===== config.mk =====
export PLATFORM = sky130hd
export DESIGN_NAME = if_fetch_stage
export DESIGN_NICKNAME = d
export VERILOG_FILES = /design/src/rtl/mips_pkg.sv /design/src/rtl/fetch_hold_buf.sv /design/src/rtl/if_fetch_stage.sv
export SDC_FILE = /design/constraint.sdc
export NUM_CORES = 1
export LEC_CHECK = 0
export CORE_MARGIN = 8
export CORE_UTILIZATION = 52
export CTS_BUF_LIST = sky130_fd_sc_hd__clkbuf_8
export CTS_CLUSTER_SIZE = 25
export DETAILED_ROUTE_END_ITERATION = 8
export PLACE_DENSITY = 0.83
export SETUP_SLACK_MARGIN = 0.5
export SYNTH_ARGS = -nofsm -noshare
export SYNTH_HDL_FRONTEND = slang
export SYNTH_HIERARCHICAL = 1
export SYNTH_SLANG_ARGS = --single-unit

===== constraint.sdc =====
create_clock -name clk -period 2.7 [get_ports clk]
set_clock_uncertainty 0.05 [all_clocks]
set_input_delay 0.54 -clock clk [delete_from_list [all_inputs] [get_ports clk]]
set_output_delay 0.54 -clock clk [all_outputs]
set_load 0.05 [all_outputs]

===== src/rtl/mips_pkg.sv =====
// Shared fetch-path types and constants.
// Imported by the IF stage and its hold buffer.
package mips_pkg;

    typedef enum logic [1:0] {
        ST_BOOT = 2'd0,
        ST_RUN  = 2'd1,
        ST_HOLD = 2'd2
    } fetch_state_e;

    localparam logic [31:0] NOP_INST  = 32'h0000_0000;
    localparam logic [31:0] PC_INC    = 32'd4;
    localparam logic [31:0] WORD_MASK = 32'hFFFF_FFFC;

    // Force a byte address onto a word boundary.
    function automatic logic [31:0] word_align(input logic [31:0] addr);
        return addr & WORD_MASK;
    endfunction

endpackage


===== src/rtl/fetch_hold_buf.sv =====
// One-entry inst+pc buffer with load/clear/valid.
// Clear wins over load.
module fetch_hold_buf
    import mips_pkg::*;
(
    input  logic        clk,
    input  logic        rst_n,
    input  logic        load_i,
    input  logic        clear_i,
    input  logic [31:0] inst_i,
    input  logic [31:0] pc_i,
    output logic        valid_o,
    output logic [31:0] inst_o,
    output logic [31:0] pc_o
);

    logic        valid_q, valid_d;
    logic [31:0] inst_q, inst_d;
    logic [31:0] pc_q, pc_d;

    // Next-state for the entry: clear beats load, otherwise hold.
    always_comb begin
        valid_d = valid_q;
        inst_d  = inst_q;
        pc_d    = pc_q;
        if (clear_i) begin
            valid_d = 1'b0;
        end else if (load_i) begin
            valid_d = 1'b1;
            inst_d  = inst_i;
            pc_d    = pc_i;
        end
    end

    // Entry storage.
    always_ff @(posedge clk or negedge rst_n) begin
        if (!rst_n) begin
            valid_q <= 1'b0;
            inst_q  <= NOP_INST;
            pc_q    <= '0;
        end else begin
            valid_q <= valid_d;
            inst_q  <= inst_d;
            pc_q    <= pc_d;
        end
    end

    assign valid_o = valid_q;
    assign inst_o  = inst_q;
    assign pc_o    = pc_q;

endmodule


===== src/rtl/if_fetch_stage.sv =====
// Instruction fetch: PC, 1-cycle imem requests,
// stall hold buffer and redirect squash into IF_ID.
module if_fetch_stage
    import mips_pkg::*;
#(
    parameter logic [31:0] RESET_PC = 32'h0000_0000,
    parameter logic [31:0] NOP_INST = mips_pkg::NOP_INST
) (
    input  logic        clk,
    input  logic        rst_n,
    input  logic        stall_i,
    input  logic        redirect_i,
    input  logic [31:0] redirect_pc_i,
    output logic        imem_en_o,
    output logic [31:0] imem_addr_o,
    input  logic [31:0] imem_rdata_i,
    output logic [31:0] if_pc_o,
    output logic [31:0] if_inst_o,
    output logic        if_valid_o
);

    logic [31:0]  pc_q, pc_d;
    logic [31:0]  req_pc_q, req_pc_d;
    logic         req_valid_q, req_valid_d;
    fetch_state_e state_q, state_d;

    logic         hold_valid;
    logic [31:0]  hold_inst;
    logic [31:0]  hold_pc;
    logic         hold_load;
    logic         hold_clr;

    logic [31:0]  tgt_pc;
    logic         live_valid;
    logic [31:0]  live_pc;

    assign tgt_pc     = word_align(redirect_pc_i);
    assign live_valid = req_valid_q && (state_q != ST_BOOT);
    assign live_pc    = req_pc_q + PC_INC;

    // Request issue: a redirect always fetches its target.
    always_comb begin
        imem_en_o   = rst_n && (redirect_i || !stall_i);
        imem_addr_o = redirect_i ? tgt_pc : pc_q;
    end

    // Capture a live response under stall; drop on redirect or release.
    always_comb begin
        hold_load = stall_i && !redirect_i
                    && !hold_valid && live_valid;
        hold_clr  = redirect_i || (!stall_i && hold_valid);
    end

    fetch_hold_buf u_hold (
        .clk     (clk),
        .rst_n   (rst_n),
        .load_i  (hold_load),
        .clear_i (hold_clr),
        .inst_i  (imem_rdata_i),
        .pc_i    (live_pc),
        .valid_o (hold_valid),
        .inst_o  (hold_inst),
        .pc_o    (hold_pc)
    );

    // Presented slot: buffer first, then live response, else NOP.
    always_comb begin
        if_valid_o = 1'b0;
        if_inst_o  = NOP_INST;
        if_pc_o    = '0;
        if (rst_n && !redirect_i) begin
            if (hold_valid) begin
                if_valid_o = 1'b1;
                if_inst_o  = hold_inst;
                if_pc_o    = hold_pc;
            end else if (live_valid) begin
                if_valid_o = 1'b1;
                if_inst_o  = imem_rdata_i;
                if_pc_o    = live_pc;
            end
        end
    end

    // Next PC and in-flight request tracking.
    always_comb begin
        pc_d = pc_q + PC_INC;
        if (redirect_i) begin
            pc_d = tgt_pc + PC_INC;
        end else if (stall_i) begin
            pc_d = pc_q;
        end
        req_valid_d = imem_en_o;
        req_pc_d    = imem_addr_o;
    end

    // Fetch state: HOLD while a stalled slot is buffered or pending.
    always_comb begin
        state_d = state_q;
        unique case (state_q)
            ST_BOOT: state_d = ST_RUN;
            ST_RUN, ST_HOLD: begin
                if (redirect_i) begin
                    state_d = ST_RUN;
                end else if (stall_i && (hold_valid || live_valid)) begin
                    state_d = ST_HOLD;
                end else begin
                    state_d = ST_RUN;
                end
            end
            default: state_d = ST_BOOT;
        endcase
    end

    // PC, request and state registers.
    always_ff @(posedge clk or negedge rst_n) begin
        if (!rst_n) begin
            pc_q        <= RESET_PC;
            req_pc_q    <= '0;
            req_valid_q <= 1'b0;
            state_q     <= ST_BOOT;
        end else begin
            pc_q        <= pc_d;
            req_pc_q    <= req_pc_d;
            req_valid_q <= req_valid_d;
            state_q     <= state_d;
        end
    end

endmodule


---- Yosys cells after proc, flatten, opt, wreduce, memory -nomap -nowiden ----
Cells that the tools add are included.
storage, ports and cells
  register bits after elaboration ......... 132
  bits in latches ......................... 0
  RAM bits ................................ 0
  ROM bits ................................ 0
  input port bits ......................... 68
  logic and storage cells ................. 50
  memories kept ........................... 0
cells by class
  add/sub/neg operators ................... 3
  $mul .................................... 0
  divide/modulo/power cells ............... 0
  magnitude comparators ................... 0
  equality and inequality tests ........... 3
  shift-type cells ........................ 0
  multiplexer cells ....................... 17
  bitwise logic cells ..................... 1
  reductions and logical operators ........ 19
operators with widths
  cell                                            number
  two-way mux 32 bit                              9
  adder 32 x 3 -> 32 bit (second input constant)  3
  logical AND 1 bit                               8
  two-way mux 1 bit                               5
  two-way mux 2 bit                               2
  case mux 2 bit (2 select lines)                 1
  nonzero test 2 bit                              2
  zero test 1 bit                                 3
  logical OR 1 bit                                3
  == test 2 x 1 -> 1 bit (second input constant)  1
  == test 2 bit (second input constant)           1
  zero test 2 bit                                 1
  != test 2 x 1 -> 1 bit (second input constant)  1
  AND reduction 2 bit                             1
  OR reduction 2 bit                              1
  NOT 1 bit                                       1

---- Depth between registers and ports, before layout ----
Gate-level depths: netlist of the first run.
  depth after elaboration ................. 7
  mapped depth ............................ 11
  gate-level depth less buffers ........... 7

---- Hierarchy ----
The synthesis of the first run kept the hierarchy.
by module, submodules not included
  module          instances  cells each  area an instance (µm²)  sequential area each (µm²)
  if_fetch_stage  1          481         4312.9                  1576.5
  fetch_hold_buf  1          139         2733.9                  1626.6

---- Least setup slack after synthesis of the first run ----
OpenSTA, ideal clock, no wires.
  path kind ............................... input-to-reg
  start ................................... in redirect_i
  end ..................................... reg pc_q[22]
  setup time .............................. 0.139 ns
  arrival ................................. 3.119 ns
  slack ................................... -0.608 ns
  cell stages on the path ................. 11
  buffers on the path ..................... 4
  cells stage by stage .................... buf_6 -> buf_2 -> buf_2 -> buf_1 -> mux2_2 -> ha_1 -> a21boi_0 -> nand3_1 -> nor4_1 -> xnor2_1 -> o21ai_0
between the ends
  word-level cells in the longest chain between the ends .. 1
  elaborated cells between the ends (all ways) .. 2
  classes of those cells .................. eq/ne: 1; mux: 1
ends and longest elaborated chain
  item                                                                           RTL line               source
  start: declaration                                                             if_fetch_stage.sv:12   input logic redirect_i,
  != test 2 x 1 -> 1 bit (no line) / two-way mux 32 bit (equally long branches)  n/a
  end signal: assignment                                                         if_fetch_stage.sv:122  pc_q <= pc_d;
  end: declaration                                                               if_fetch_stage.sv:22   logic [31:0] pc_q, pc_d;
Parallel ways exist; a longest one is shown, timed or not.
A chain may end at the register's enable or synchronous reset.

---- Final worst setup path of the first run ----
  start ................................... reg req_pc_q[7]
  end ..................................... out if_pc_o[30]
between the ends
  word-level cells in the longest chain between the ends .. 4
ends and longest elaborated chain
  item                      RTL line               source
  start: declaration        if_fetch_stage.sv:23   logic [31:0] req_pc_q, req_pc_d;
  start signal: assignment  if_fetch_stage.sv:123  req_pc_q <= req_pc_d;
  adder 32 x 3 -> 32 bit    if_fetch_stage.sv:39   assign live_pc = req_pc_q + PC_INC;
  via live_pc[30]           if_fetch_stage.sv:35   logic [31:0] live_pc;
  two-way mux 32 bit        if_fetch_stage.sv:76   end else if (live_valid) begin
  two-way mux 32 bit        if_fetch_stage.sv:72   if (hold_valid) begin
  two-way mux 32 bit        if_fetch_stage.sv:71   if (rst_n && !redirect_i) begin
  end: declaration          if_fetch_stage.sv:17   output logic [31:0] if_pc_o,
The timed path passes the listed nets, and every way through them passes these cells.

==> impl_metrics.yaml, run 1 <==
synth:
  synth.yosys.warnings: 6
  avgSynthCellArea_sq_um: 11.37
  yosys-top-cells-count: "128 x dfrtp_1, 62 x a22o_1, 60 x mux2_4"
  synth_seq_cells: 128
  synth-async-reset-ratio_pct: 100.0
  synth_cells: 620
  synth_area_leaders: "dfrtp_1 45%, mux2_4 13%, a22o_1 7.7%"
  synth-edff-count: 0
  syn_area_sq_um: 7047
  synth-main-ff-cell: "dfrtp_1"
  ys_seq_area_share_pct: 45.45
  yosysUniqueCellTypes: 48
  synthDominantCellAreaShare_pct: 45.45
  synth_top_area_cell: "dfrtp_1"
  synth_most_common_cell: "dfrtp_1"
grt:
  grt_usage_pct: 30.69
  antenna_found_initial: 0
  grt_pass1_vias: 6806
  grt_first_pass_wirelength_microns: 41630
  grt-ovfl-total: 0
  grt_max_degree: 129
final_layout:
  drive_above_1_share_pct: 52.61
  multiInputGateArea_sq_um: 4725
  fillers: 373
  area_growth_pct: 75.20
  fin_nets: 939
  register_area_sq_um: 3206
  design_area_sq_um: 12350
  n_antenna_cell: 0
clocking:
  cts_buffer_depth: 2
  insertion_delay_ns: 0.49
  cts_buffers: 17
  htreeDepth: 4
  clock_sink_count: 128
  cts_hold_buf: 0
  cts_tree: "built"
  cts-root-buf: "clkbuf_8"
  clk_pin_slew_worst_paths_ns: 0.09
sta:
  final_hold_viol_count: 0
  worstMarginPinSlew_ns: 0.7286
  setup_viol: 60
  fin_tns_setup_ns: -8.042
  report.final.slew_viol_count: 0
  finalCriticalPeriod_ns: 3.185
  fmax_ghz: 0.3140
  rsz0062_at_grt: "true"
  period_share_pct: 117.9
  finalWorstSetupSlack_ns: -0.4846
  slew_headroom_pct: 51.43
worst_setup_path:
  cp_data_required_time_ns: 2.11
  max_stage_delay_ns: 0.38
  crit_chain: "and3_4 -> nand4_1 -> buf_4 -> buf_4 -> nor3_4 -> nand3_1 -> xnor2_2 -> a22o_4 -> buf_12"
  crit_path_frequent_cell: "buf_4"
  cp_num_buf_inv: 3
  arrival_ns: 2.59
  cp-end-kind: "output port"
  critPathTopFamily: "simple AND/OR/NAND/NOR gates"
  worstSetupPathType: "flop to output port"
  cp-start-kind: "flop"
  reg2reg_depth: 6
  crit_cells: 9
  crit_fanout: 4
  cpMaxStageDelayCell: "dfrtp_1"
status:
  failed_checks: "negative setup slack"
  outcome: "complete, but fails checks"
drt:
  dr.pass1.iters: 6
  ant_nets: 0
  vias: 7185
  post_drt_wl_per_cell_microns: 31.66
  postRouteWirelength_microns: 33440
  drtIter0Drc: 923
  routed_via_density: 6.804
  drc: 0
power_and_ir_drop:
  irDropWorstVdd_mv: 0.5893
  combPwrFrac_pct: 37.1
  intPower_w: 0.005325
  leakage_nw: 5.554
  seqPwrFrac_pct: 38.3
  clkPwrFrac_pct: 24.6
  p_per_area_nw_per_um2: 678.9
  p_sw_share_pct: 36.47
  p_sw_w: 0.003057
floorplanning:
  die_width_microns: 132.4
  die-height_microns: 132.4
  rows: 42
  start_util_pct: 53.21
  dieArea_sq_um: 17530
  io_pins: 166
  fp.coreArea_sq_um: 13240
placement:
  hpwl_microns: 15000
  place_area_sq_um: 10380
  gp_congestion: 0.9258
  numPortBuffers: 161
hold_path:
  hp-class: "primary input to async pin"
flow_run:
  cap_violations: 0
==> through the flow <==
stage	hold slack, ns	instances	utilization (%)	power (W)	setup WS [ns]
after floorplan	0.1944	623	-	0.004676	0.2238
after global placement	0.4184	950	78.35	0.005388	0.06304
after detailed placement	0.4386	950	78.35	0.005537	-0.01866
after CTS	0.2533	1023	89.56	0.007802	-0.2727
after global routing	0.2521	1056	93.23	0.008578	-0.6609
final	0.1954	1056	93.23	0.008381	-0.4846
==> metal layers <==
layer  track usage, %  routed length (microns)
met3            7.078                     3699
met5                0                        0
met4            12.49                     2346
met2            53.06                    16260
met1            36.03                    11130
==> power groups by stage <==
| stage | clock network, W | registers, W | logic (W) |
|---|---|---|---|
| 3_3_place_gp | 0 | 0.00299 | 0.00240 |
| 4_1_cts | 0.00198 | 0.00305 | 0.00277 |
| 3_5_place_dp | 0 | 0.00306 | 0.00248 |
| 6_report | 0.00206 | 0.00321 | 0.00311 |
| 5_1_grt | 0.00215 | 0.00323 | 0.00319 |
| 2_1_floorplan | 0 | 0.00292 | 0.00175 |
==> layout make-up <==
| cell class | instances | area share [%] |
|---|---|---|
| flip-flops and latches | 128 | 25.97 |
| clock inverters | 13 | 1.713 |
| repair buffers | 259 | 29.64 |
| multi-input cells | 445 | 38.27 |
| inverters | 16 | 0.5067 |
| well taps | 176 | 1.784 |
| clock buffers | 19 | 2.118 |
==> registers in the layout, indices dropped and copies added, names as in the netlist <==
name / cells
req_pc_q: 30
state_q: 2
pc_q: 30
u_hold/pc_o: 32
u_hold/inst_o: 32
u_hold/valid_o: 1
req_valid_q: 1
==> path summary, 6_finish.rpt <==
check	slack (ns)	from	endpoint
hold / removal	0.20	rst_n	u_hold/pc_o[30]
setup reg to reg	0.30	pc_q[10]	pc_q[27]
setup / recovery	-0.48	req_pc_q[7]	if_pc_o[30]
min in group clk	0.36	redirect_pc_i[2]	req_pc_q[2]
hold reg to reg	0.49	pc_q[31]	pc_q[31]
max in group asynchronous	1.80	rst_n	req_pc_q[4]
==> repair_timing <==
item                       in CTS  in global routing
gates cloned                   12                  1
pin swaps                      28                 31
setup endpoints to repair      92                142
setup buffers                  29                 32
gates resized for setup        83                 44
==> logic make-up (layout without fill, tap and decap cells) <==
family | Yosys count | count (layout) | synth area share, %
AO/OA/AOI/OAI | 111 | 111 | 11.72
multiplexers | 92 | 92 | 17.77
flip-flops | 128 | 128 | 45.45
adder cells (fa/ha/maj) | 4 | 4 | 0.7103
other | 1 | 4 | 0.05322
buffers and inverters | 50 | 307 | 4.581
AND/OR/NAND/NOR | 177 | 177 | 12.62
XOR/XNOR | 57 | 57 | 7.085
==> cells in the final DEF, fill, tap and decap left out, drive strengths merged, types with 4 or more instances in the layout <==
| master | synthesis | final |
|---|---|---|
| buf | 16 | 191 |
| dfrtp | 128 | 128 |
| mux2 | 85 | 85 |
| a22o | 62 | 62 |
| clkdlybuf4s50 | 0 | 55 |
| nand2 | 47 | 47 |
| xnor2 | 45 | 45 |
| nor2 | 39 | 39 |
| nand3 | 29 | 29 |
| a21oi | 23 | 23 |
| clkbuf | 18 | 21 |
| inv | 16 | 17 |
| nand4 | 13 | 13 |
| nor3 | 13 | 13 |
| xor2 | 12 | 12 |
| o21ai | 11 | 11 |
| nand3b | 8 | 8 |
| dlymetal6s2s | 0 | 7 |
| mux2i | 7 | 7 |
| bufinv | 0 | 5 |
| and2 | 5 | 5 |
| conb | 1 | 4 |
| clkinv | 0 | 4 |
| and3 | 4 | 4 |
| nor4 | 4 | 4 |
| nand2b | 4 | 4 |
| a22oi | 4 | 4 |
| ha | 4 | 4 |
Note: power is estimated with default switching activity, not from simulation.
==> inputs of run 2 (changes only) <==
RECOVER_POWER = 50   (was not set)
SLEW_MARGIN = 20   (was not set)
==> impl_metrics.yaml, run 2 (synthesized netlist as in run 1, its figures left out) <==
status:
  outcome: "complete, but fails checks"
  failed_checks: "max-capacitance violations, max-slew violations, negative setup slack"
final_layout:
  design_area_sq_um: 12300
  layout_common_cells: "126 x dfrtp_1, 92 x buf_12, 73 x buf_4, 68 x mux2_4, 60 x a22o_4"
  fillers: 381
  final_common_cell: "dfrtp_1"
  post_layout_nonfiller_instances: 1056
  fin_nets: 939
  area_growth_pct: 74.56
  drive_above_1_share_pct: 50.80
  n_antenna_cell: 0
clocking:
  cts_buffer_depth: 2
  cts_tree: "built"
  cts-root-buf: "clkbuf_8"
  cts_buffers: 17
  clock_sink_count: 128
  cts_hold_buf: 0
  insertion_delay_ns: 0.50
  clk_pin_slew_worst_paths_ns: 0.09
  htreeDepth: 4
hold_path:
  hp-class: "primary input to flop"
  hp-start: "redirect_pc_i[2]"
  hold_depth: 2
  min_to: "req_pc_q[2]"
floorplanning:
  rows: 42
  fp.coreArea_sq_um: 13240
  io_pins: 166
  die-height_microns: 132.4
  start_util_pct: 53.21
  die_width_microns: 132.4
  dieArea_sq_um: 17530
worst_setup_path:
  reg2reg_slack_ns: 0.26
  cp-start-kind: "flop"
  cp_data_required_time_ns: 2.11
  worstSetupPathType: "flop to output port"
  r2r_start: "pc_q[7]"
  crit_chain: "and3_4 -> nand4_1 -> buf_4 -> buf_4 -> nor3_4 -> nand3_1 -> xnor2_2 -> a22o_4 -> buf_12"
  max_stage_delay_ns: 0.38
  r2r_end: "pc_q[27]"
  cp-end-kind: "output port"
  critPathTopFamily: "simple AND/OR/NAND/NOR gates"
  cpMaxStageDelayCell: "dfrtp_1"
  reg2reg_depth: 7
  crit_path_frequent_cell: "buf_4"
  crit_fanout: 4
  arrival_ns: 2.60
  cp_num_buf_inv: 3
sta:
  finalWorstSetupSlack_ns: -0.4872
  worstMarginPinSlew_ns: 1.828
  setup_viol: 70
  final_hold_viol_count: 0
  whs_ns: 0.4542
  finalCriticalPeriod_ns: 3.187
  fmax_ghz: 0.3138
  rsz0062_at_grt: "true"
  period_share_pct: 118.0
  report.final.slew_viol_count: 129
  slew_headroom_pct: -21.88
placement:
  gp_congestion: 0.9258
  hpwl_microns: 15000
  place_area_sq_um: 10380
  dp.cells: 950
  numPortBuffers: 161
drt:
  postRouteWirelength_microns: 33610
  vias: 7188
  ant_nets: 0
  post_drt_wl_per_cell_microns: 31.83
  routed_via_density: 6.807
  drtIter0Drc: 936
  dr.pass1.iters: 8
  drc: 0
grt:
  grt_first_pass_wirelength_microns: 41630
  grt_pass1_vias: 6806
  grt_max_degree: 129
  grt_usage_pct: 30.69
  antenna_found_initial: 0
  grt-ovfl-total: 0
power_and_ir_drop:
  leakage_nw: 5.526
  p_per_area_nw_per_um2: 680.7
  irDropWorstVdd_mv: 0.5815
flow_run:
  cap_violations: 1
[run 2: changes by cell type in the layout (fill, tap and decap cells not counted), moves of 2 or more]
| cell | delta |
|---|---|
| mux2_4 | -4 |
| mux2_1 | +12 |
| mux2_2 | -8 |
| clkbuf_1 | +2 |
[run 2: per-stage QoR]
step | setup slack, ns | TNS [ns] | utilization [%] | power, W
floorplan | 0.2238 | 0 | - | 0.004676
global placement | 0.06304 | 0 | 78.35 | 0.005388
detailed placement | -0.01866 | -0.02111 | 78.35 | 0.005537
CTS | -0.2727 | -2.807 | 89.56 | 0.007802
global route | -0.6609 | -14.25 | 92.89 | 0.008557
finish | -0.4872 | -9.776 | 92.89 | 0.008373
[run 2: area by class of cell]
cell class	count	area [sq um]	area share (%)
multi-input combinational	445	4707	38.27
timing repair buffer	259	3632	29.53
sequential	128	3206	26.06
clock buffer	19	261.5	2.126
tap	176	220.2	1.790
clock inverter	13	211.5	1.719
inverter	16	62.56	0.5086
[run 2: per-layer routing]
metal	global-route usage (%)	routed length [microns]
met2	53.06	16210
met5	0	0
met1	36.03	11220
met3	7.078	3715
met4	12.49	2456
[run 2: repair_timing]
item                                    in CTS  in global routing
endpoints found under the setup margin      92                142
pin swaps                                   28                 31
gates cloned                                12                  1
gates resized for setup                     83                 44
setup buffers                               29                 32
[run 2: how the worst max path moves through the flow]
stage / from / endpoint / slack, ns / cells past startpoint
floorplan: redirect_i / pc_q[30] / 0.22 / 11
global placement: redirect_pc_i[7] / pc_q[21] / 0.06 / 8
detailed placement: redirect_pc_i[7] / pc_q[21] / -0.02 / 8
CTS: req_pc_q[2] / if_pc_o[24] / -0.27 / 7
global route: req_pc_q[6] / if_pc_o[30] / -0.66 / 9
finish: req_pc_q[7] / if_pc_o[30] / -0.49 / 9
[run 2: worst register-to-register path: cells and delay by family, from the launching register on]
kind / cells / cell delay [ns]
XOR/XNOR: 1 / 0.11
flip-flops: 1 / 0.43
AO/OA/AOI/OAI: 2 / 0.81
AND/OR/NAND/NOR: 3 / 0.64
buffers and inverters: 1 / 0.24
[run 2: report_power, final]
part           internal (W)  switching, W
logic               0.00163       0.00147
clock network       0.00115      0.000918
registers           0.00253      0.000681
total               0.00531       0.00307
